<file path="config.mk">
export PLATFORM = sky130hd
export DESIGN_NAME = life_pattern_loader
export DESIGN_NICKNAME = d
export VERILOG_FILES = /design/src/rtl/life_pkg.sv /design/src/rtl/life_step_timer.sv /design/src/rtl/life_pattern_loader.sv
export SDC_FILE = /design/constraint.sdc
export NUM_CORES = 1
export LEC_CHECK = 0
export CORE_ASPECT_RATIO = 0.9
export CORE_MARGIN = 8
export CORE_UTILIZATION = 45
export DETAILED_ROUTE_END_ITERATION = 12
export DONT_BUFFER_PORTS = 1
export GPL_TIMING_DRIVEN = 0
export SETUP_SLACK_MARGIN = 0.5
export SLEW_MARGIN = 10
export SYNTH_ARGS = -nofsm -noshare
export SYNTH_HDL_FRONTEND = slang
export SYNTH_SLANG_ARGS = --single-unit
export TNS_END_PERCENT = 50
</file>
<file path="constraint.sdc">
create_clock -name clk -period 6.7 [get_ports clk]
set_input_delay 0.335 -clock clk [delete_from_list [all_inputs] [get_ports clk]]
set_output_delay 0.335 -clock clk [all_outputs]
set_load 0.01 [all_outputs]
</file>
<file path="src/rtl/life_pkg.sv">
// life_pkg: loader states, tile ids and the 8x8 grid to 4x4 tile-word packing.
package life_pkg;
  typedef enum logic [2:0] {IDLE, COLLECT, WRITE, VERIFY, DONE} state_e;
  localparam logic [1:0] TILE_NW = 2'd0;
  localparam logic [1:0] TILE_SW = 2'd1;
  localparam logic [1:0] TILE_NE = 2'd2;
  localparam logic [1:0] TILE_SE = 2'd3;
  // grid holds row r in bits [r*8 +: 8], with column 0 in the MSB of that byte
  function automatic logic [15:0] tile_pack(input logic [63:0] grid, input logic [1:0] sel);
    logic [15:0] w;
    int rb;
    int cb;
    w = '0;
    rb = (sel == TILE_SW || sel == TILE_SE) ? 4 : 0;
    cb = (sel == TILE_NE || sel == TILE_SE) ? 4 : 0;
    for (int c = 0; c < 4; c++)
      for (int r = 0; r < 4; r++)
        w[c*4+r] = grid[(rb + r)*8 + 7 - cb - c];
    return w;
  endfunction
endpackage

</file>
<file path="src/rtl/life_step_timer.sv">
// life_step_timer: registered one-cycle step pulse every STEP_DIV enabled cycles.
module life_step_timer #(
  parameter int STEP_DIV = 25000000
) (
  input  logic clk,
  input  logic reset,
  input  logic en,
  output logic step
);
  localparam int CW = $clog2(STEP_DIV);
  logic [CW-1:0] cnt_q, cnt_d;
  logic step_q, step_d, wrap;
  always_comb begin
    wrap = cnt_q == CW'(STEP_DIV - 1);
    cnt_d = (en && !wrap) ? cnt_q + 1'b1 : '0;
    step_d = en && wrap;
  end
  always_ff @(posedge clk) begin
    if (!reset) begin
      cnt_q <= '0;
      step_q <= 1'b0;
    end else begin
      cnt_q <= cnt_d;
      step_q <= step_d;
    end
  end
  assign step = step_q;
endmodule

</file>
<file path="src/rtl/life_pattern_loader.sv">
// life_pattern_loader: packs an 8-row byte stream into four tile writes and paces step.
// Define LIFE_LOADER_VERIFY_EN to add a 4-cycle readback compare after the writes.
module life_pattern_loader
  import life_pkg::*;
#(
  parameter int STEP_DIV = 25000000
) (
  input  logic        clk,
  input  logic        reset,
  input  logic [7:0]  byte_in,
  input  logic        byte_valid,
  output logic        byte_ready,
  input  logic        run,
  output logic [15:0] vali,
  output logic [1:0]  vali_selector,
  output logic        write_enb,
  output logic        step,
  output logic        load_done,
  input  logic [15:0] valo,
  output logic [1:0]  valo_selector,
  output logic        verify_err
);
  state_e state_q, state_d;
  logic [2:0] row_q, row_d;
  logic [63:0] shadow_q, shadow_d;
  logic [1:0] idx_q, idx_d;
  logic byte_ready_q, byte_ready_d;
  logic write_enb_q, write_enb_d;
  logic [15:0] vali_q, vali_d;
  logic [1:0] vali_selector_q, vali_selector_d;
  logic load_done_q, load_done_d;
  logic [1:0] valo_selector_q, valo_selector_d;
  logic verify_err_q, verify_err_d;
  logic accept, timer_en;
`ifndef LIFE_LOADER_VERIFY_EN
  logic unused_valo;
  assign unused_valo = ^valo;
`endif
  always_comb begin
    accept = byte_valid && byte_ready_q;
    state_d = state_q;
    row_d = row_q;
    shadow_d = shadow_q;
    idx_d = idx_q;
    verify_err_d = verify_err_q;
    case (state_q)
      IDLE, COLLECT: if (accept) begin
        shadow_d[{row_q, 3'b000} +: 8] = byte_in;
        row_d = row_q + 3'd1;
        state_d = (row_q == 3'd7) ? WRITE : COLLECT;
        idx_d = TILE_NW;
        if (state_q == IDLE) verify_err_d = 1'b0;
      end
      WRITE: begin
        idx_d = idx_q + 2'd1;
`ifdef LIFE_LOADER_VERIFY_EN
        if (idx_q == TILE_SE) state_d = VERIFY;
`else
        if (idx_q == TILE_SE) state_d = DONE;
`endif
      end
`ifdef LIFE_LOADER_VERIFY_EN
      VERIFY: begin
        idx_d = idx_q + 2'd1;
        if (valo != tile_pack(shadow_q, idx_q)) verify_err_d = 1'b1;
        if (idx_q == TILE_SE) state_d = DONE;
      end
`endif
      DONE: begin
        state_d = IDLE;
        row_d = '0;
      end
      default: state_d = IDLE;
    endcase
    // outputs are registered from the next state so they line up with it
    byte_ready_d = state_d == IDLE || state_d == COLLECT;
    write_enb_d = state_d == WRITE;
    vali_selector_d = write_enb_d ? idx_d : '0;
    vali_d = write_enb_d ? tile_pack(shadow_d, idx_d) : '0;
    load_done_d = state_d == DONE;
    valo_selector_d = (state_d == VERIFY) ? idx_d : '0;
    timer_en = run && state_d == IDLE;
  end
  always_ff @(posedge clk) begin
    if (!reset) begin
      state_q <= IDLE;
      row_q <= '0;
      shadow_q <= '0;
      idx_q <= '0;
      byte_ready_q <= 1'b1;
      write_enb_q <= 1'b0;
      vali_q <= '0;
      vali_selector_q <= '0;
      load_done_q <= 1'b0;
      valo_selector_q <= '0;
      verify_err_q <= 1'b0;
    end else begin
      state_q <= state_d;
      row_q <= row_d;
      shadow_q <= shadow_d;
      idx_q <= idx_d;
      byte_ready_q <= byte_ready_d;
      write_enb_q <= write_enb_d;
      vali_q <= vali_d;
      vali_selector_q <= vali_selector_d;
      load_done_q <= load_done_d;
      valo_selector_q <= valo_selector_d;
      verify_err_q <= verify_err_d;
    end
  end
  life_step_timer #(.STEP_DIV(STEP_DIV)) u_timer (
    .clk(clk),
    .reset(reset),
    .en(timer_en),
    .step(step)
  );
  assign byte_ready = byte_ready_q;
  assign write_enb = write_enb_q;
  assign vali = vali_q;
  assign vali_selector = vali_selector_q;
  assign load_done = load_done_q;
  assign valo_selector = valo_selector_q;
  assign verify_err = verify_err_q;
endmodule

</file>
==> summary.txt <==
Outcome
  • Outcome: complete, no violations

Worst setup path
  • WP data arrival: 3.02 ns
  • CP max FO: 8
  • FF-to-FF setup slack: 3.94 ns
  • Crit Path Class: flip-flop to flip-flop
  • Element type at the critical path start: flip-flop
  • Worst path required time: 6.97 ns
  • Worst Setup End Kind: flip-flop

Clocking
  • Clk_lat worst skew: 0.42 ns
  • CTS root buf: clkbuf_16
  • Post-CTS setup buffer count: 0
  • Clock transition at path regs: 0.05 ns
  • CTS tree: yes
  • H-tree levels: 4
  • Worst-case clock buffer depth: 2
  • Number of buffers created by CTS: 17
  • Post-CTS Resized: 0
  • Hold_buf cts: 0
  • Num Clock Sinks: 121

Synth
  • Asr flop ratio synth: 0
  • Cell variety after synth: 65
  • Yosys reg bits: 121
  • Synth area leader: dfxtp_1
  • Top cell type's share of synthesized area: 0.470
  • Dominant synthesized flop cell: dfxtp_1
  • Post-Synthesis Cells: 583
  • Top cells by instance count after synthesis: dfxtp_1, nor2_1, nand2_1
  • Synth top area cells: dfxtp_1, nor2_1, nand2_1
  • Number of synthesized flops with an enable pin: 0
  • Mapped Area: 5150 sq um
  • Post-synthesis sequential area ratio: 0.470
  • Most frequent cell after synthesis: dfxtp_1
  • Syn Area/Cell: 8.84 sq um
  • Yosys warns: 0

Final layout
  • Final nets: 641
  • Layout Cells excl Fill: 772
  • Share of cells above drive strength 1: 0.115
  • Final instance area: 5920 sq um
  • Fillers: 1100
  • ANT cells: 0
  • Area grow syn2layout: 14.8%

Die
  • Core area: 11300 sq um
  • Die ar.: 15100 sq um
  • I/O pin count: 53
  • Die span in y: 118 microns
  • Chip Width: 129 microns
  • Row count: 37
  • Initial Util: 0.456

STA
  • Max Freq: 363 MHz
  • Setup TNS: 0 ns
  • Setup Skew: 0.00962 ns
  • WHS: 0.0580 ns
  • Slew HR: 0.482
  • Setup violations, final: 0
  • Final hold vios: 0
  • Period Utilization, post-route: 0.411
  • Minimum clock period: 2.76 ns
  • Max Slew Vio Count: 0
  • Unrepaired setup endpoints after global routing: no
  • Worst slew pin tran: 0.769 ns

Power and ir drop
  • Comb pwr share: 0.042
  • Switching power: 0.368 mW
  • Int Power: 1.29 mW
  • Peak supply drop: 0.186 mV
  • Pleak: 2.15 nW
  • Power Dens Cells: 280 nW/um^2
  • Clock power frac: 0.518
  • Switching Fraction: 0.222
  • Pwr Total: 1.66 mW
  • Seq pwr share: 0.441

GRT
  • Largest net degree at the start of global routing: 17
  • Initial antenna violation count: 0
  • Grt ovf: 0
  • Vias in the first global route: 4063
  • First-pass GRT wire length: 21000 microns
  • Global-route usage over all layers: 0.179

Route
  • Met3 wire length: 863 microns
  • Wirelength per Cell: 16.8 microns
  • Top Layer Used: met4
  • Vias post-DR: 4187
  • Post-Route WL: 12900 microns
  • DRC: 0
  • Metal-1 WL: 5820 microns
  • 1st-pass router iterations: 4
  • Drt initial violations: 228
  • Via/cell ratio: 5.42
  • Final ANT Viol Nets: 0
  • Met2 routed wirelength: 6000 microns

Place
  • Placed insts: 741
  • Detail Placement HPWL: 8910 microns
  • Post-DP Area: 5360 sq um
  • Placer congestion estimate: 0.834
  • Port Buffers: 0

Run
  • Max-cap violations: 0

Hold path
  • Min-Delay Path Class: primary input to flip-flop
-- cells in the final DEF (no fill, tap or decap), types with 10 or more instances in the layout --
master       n
nand3_1     27
dfxtp_1    121
clkbuf_16   17
buf_2       11
a21oi_1     43
nand2_1     73
mux2i_1     18
inv_1       10
xor2_1      16
and3_1      12
nor2_1      94
clkbuf_1    15
nand4_1     11
-- sequential cells by signal, summed over array words and instances (netlist names), 2 cells and up --
| signal | count |
|---|---|
| shadow_q | 64 |
| valo_selector | 2 |
| vali_selector | 2 |
| idx_q | 2 |
| u_timer.cnt_q | 25 |
| row_q | 3 |
| state_q | 3 |
| vali | 16 |
-- area by class of cell --
type	count	area [sq um]	share of cell area
Sequential cell	121	2420	0.409
Buffer	33	196	0.0332
Multi-Input combinational cell	420	2500	0.423
Tap cell	156	195	0.0330
Clock buffer	23	488	0.0825
Clock inverter	8	70.1	0.0118
Inverter	11	41.3	0.00698
-- worst max-delay path: stages, from the launching register on --
cell and delay [ns]:
dfxtp_1 0.49, inv_1 0.15, ha_1 0.25, ha_1 0.37, inv_1 0.09, nor3_2 0.24
and2_1 0.15, clkbuf_1 0.31, mux2i_1 0.27, o22a_1 0.17, o221ai_1 0.14
-- power by group through the flow --
| stage | Clock, mW | Sequential, mW | Combinational, mW |
|---|---|---|---|
| finish | 0.859 | 0.731 | 0.0695 |
| detailed placement | 0 | 0.746 | 0.0688 |
| global route | 0.906 | 0.731 | 0.0769 |
| CTS | 0.870 | 0.731 | 0.0694 |
| global placement | 0 | 0.746 | 0.0678 |
| floorplan | 0 | 0.745 | 0.0513 |
-- cell families (layout without fill, tap and decap cells) --
group / Yosys count / in the layout / synth area share
AND/OR/NAND/NOR: 258 / 258 / 0.239
flip-flops: 121 / 121 / 0.470
AO/OA/AOI/OAI: 107 / 107 / 0.144
buffers and inverters: 44 / 75 / 0.0461
XOR/XNOR: 22 / 22 / 0.0374
multiplexers: 21 / 21 / 0.0415
adder cells (fa/ha/maj): 9 / 9 / 0.0218
other: 1 / 3 / 0.000727
-- final timing paths --
check	startpoint	to	cells past startpoint
worst max-delay path	row_q[0]	vali[7]	10
worst min-delay path	byte_in[2]	shadow_q[2]	2
worst max register to register	row_q[0]	vali[7]	10
worst min register to register	shadow_q[25]	shadow_q[25]	2
-- routing by layer --
layer / vias up / global-route usage
met5: - / 0
met4: 0 / 0.0844
met3: 18 / 0.0589
met2: 105 / 0.274
met1: 1998 / 0.220
li1: 2066 / -
-- per-stage QoR --
stage	utilization	setup WS, ns
2_1_floorplan	-	4.30
3_3_place_gp	0.474	3.97
3_5_place_dp	0.474	3.98
4_1_cts	0.524	3.98
5_1_grt	0.524	3.71
6_report	0.524	3.94
(Power assumes the default switching activity.)
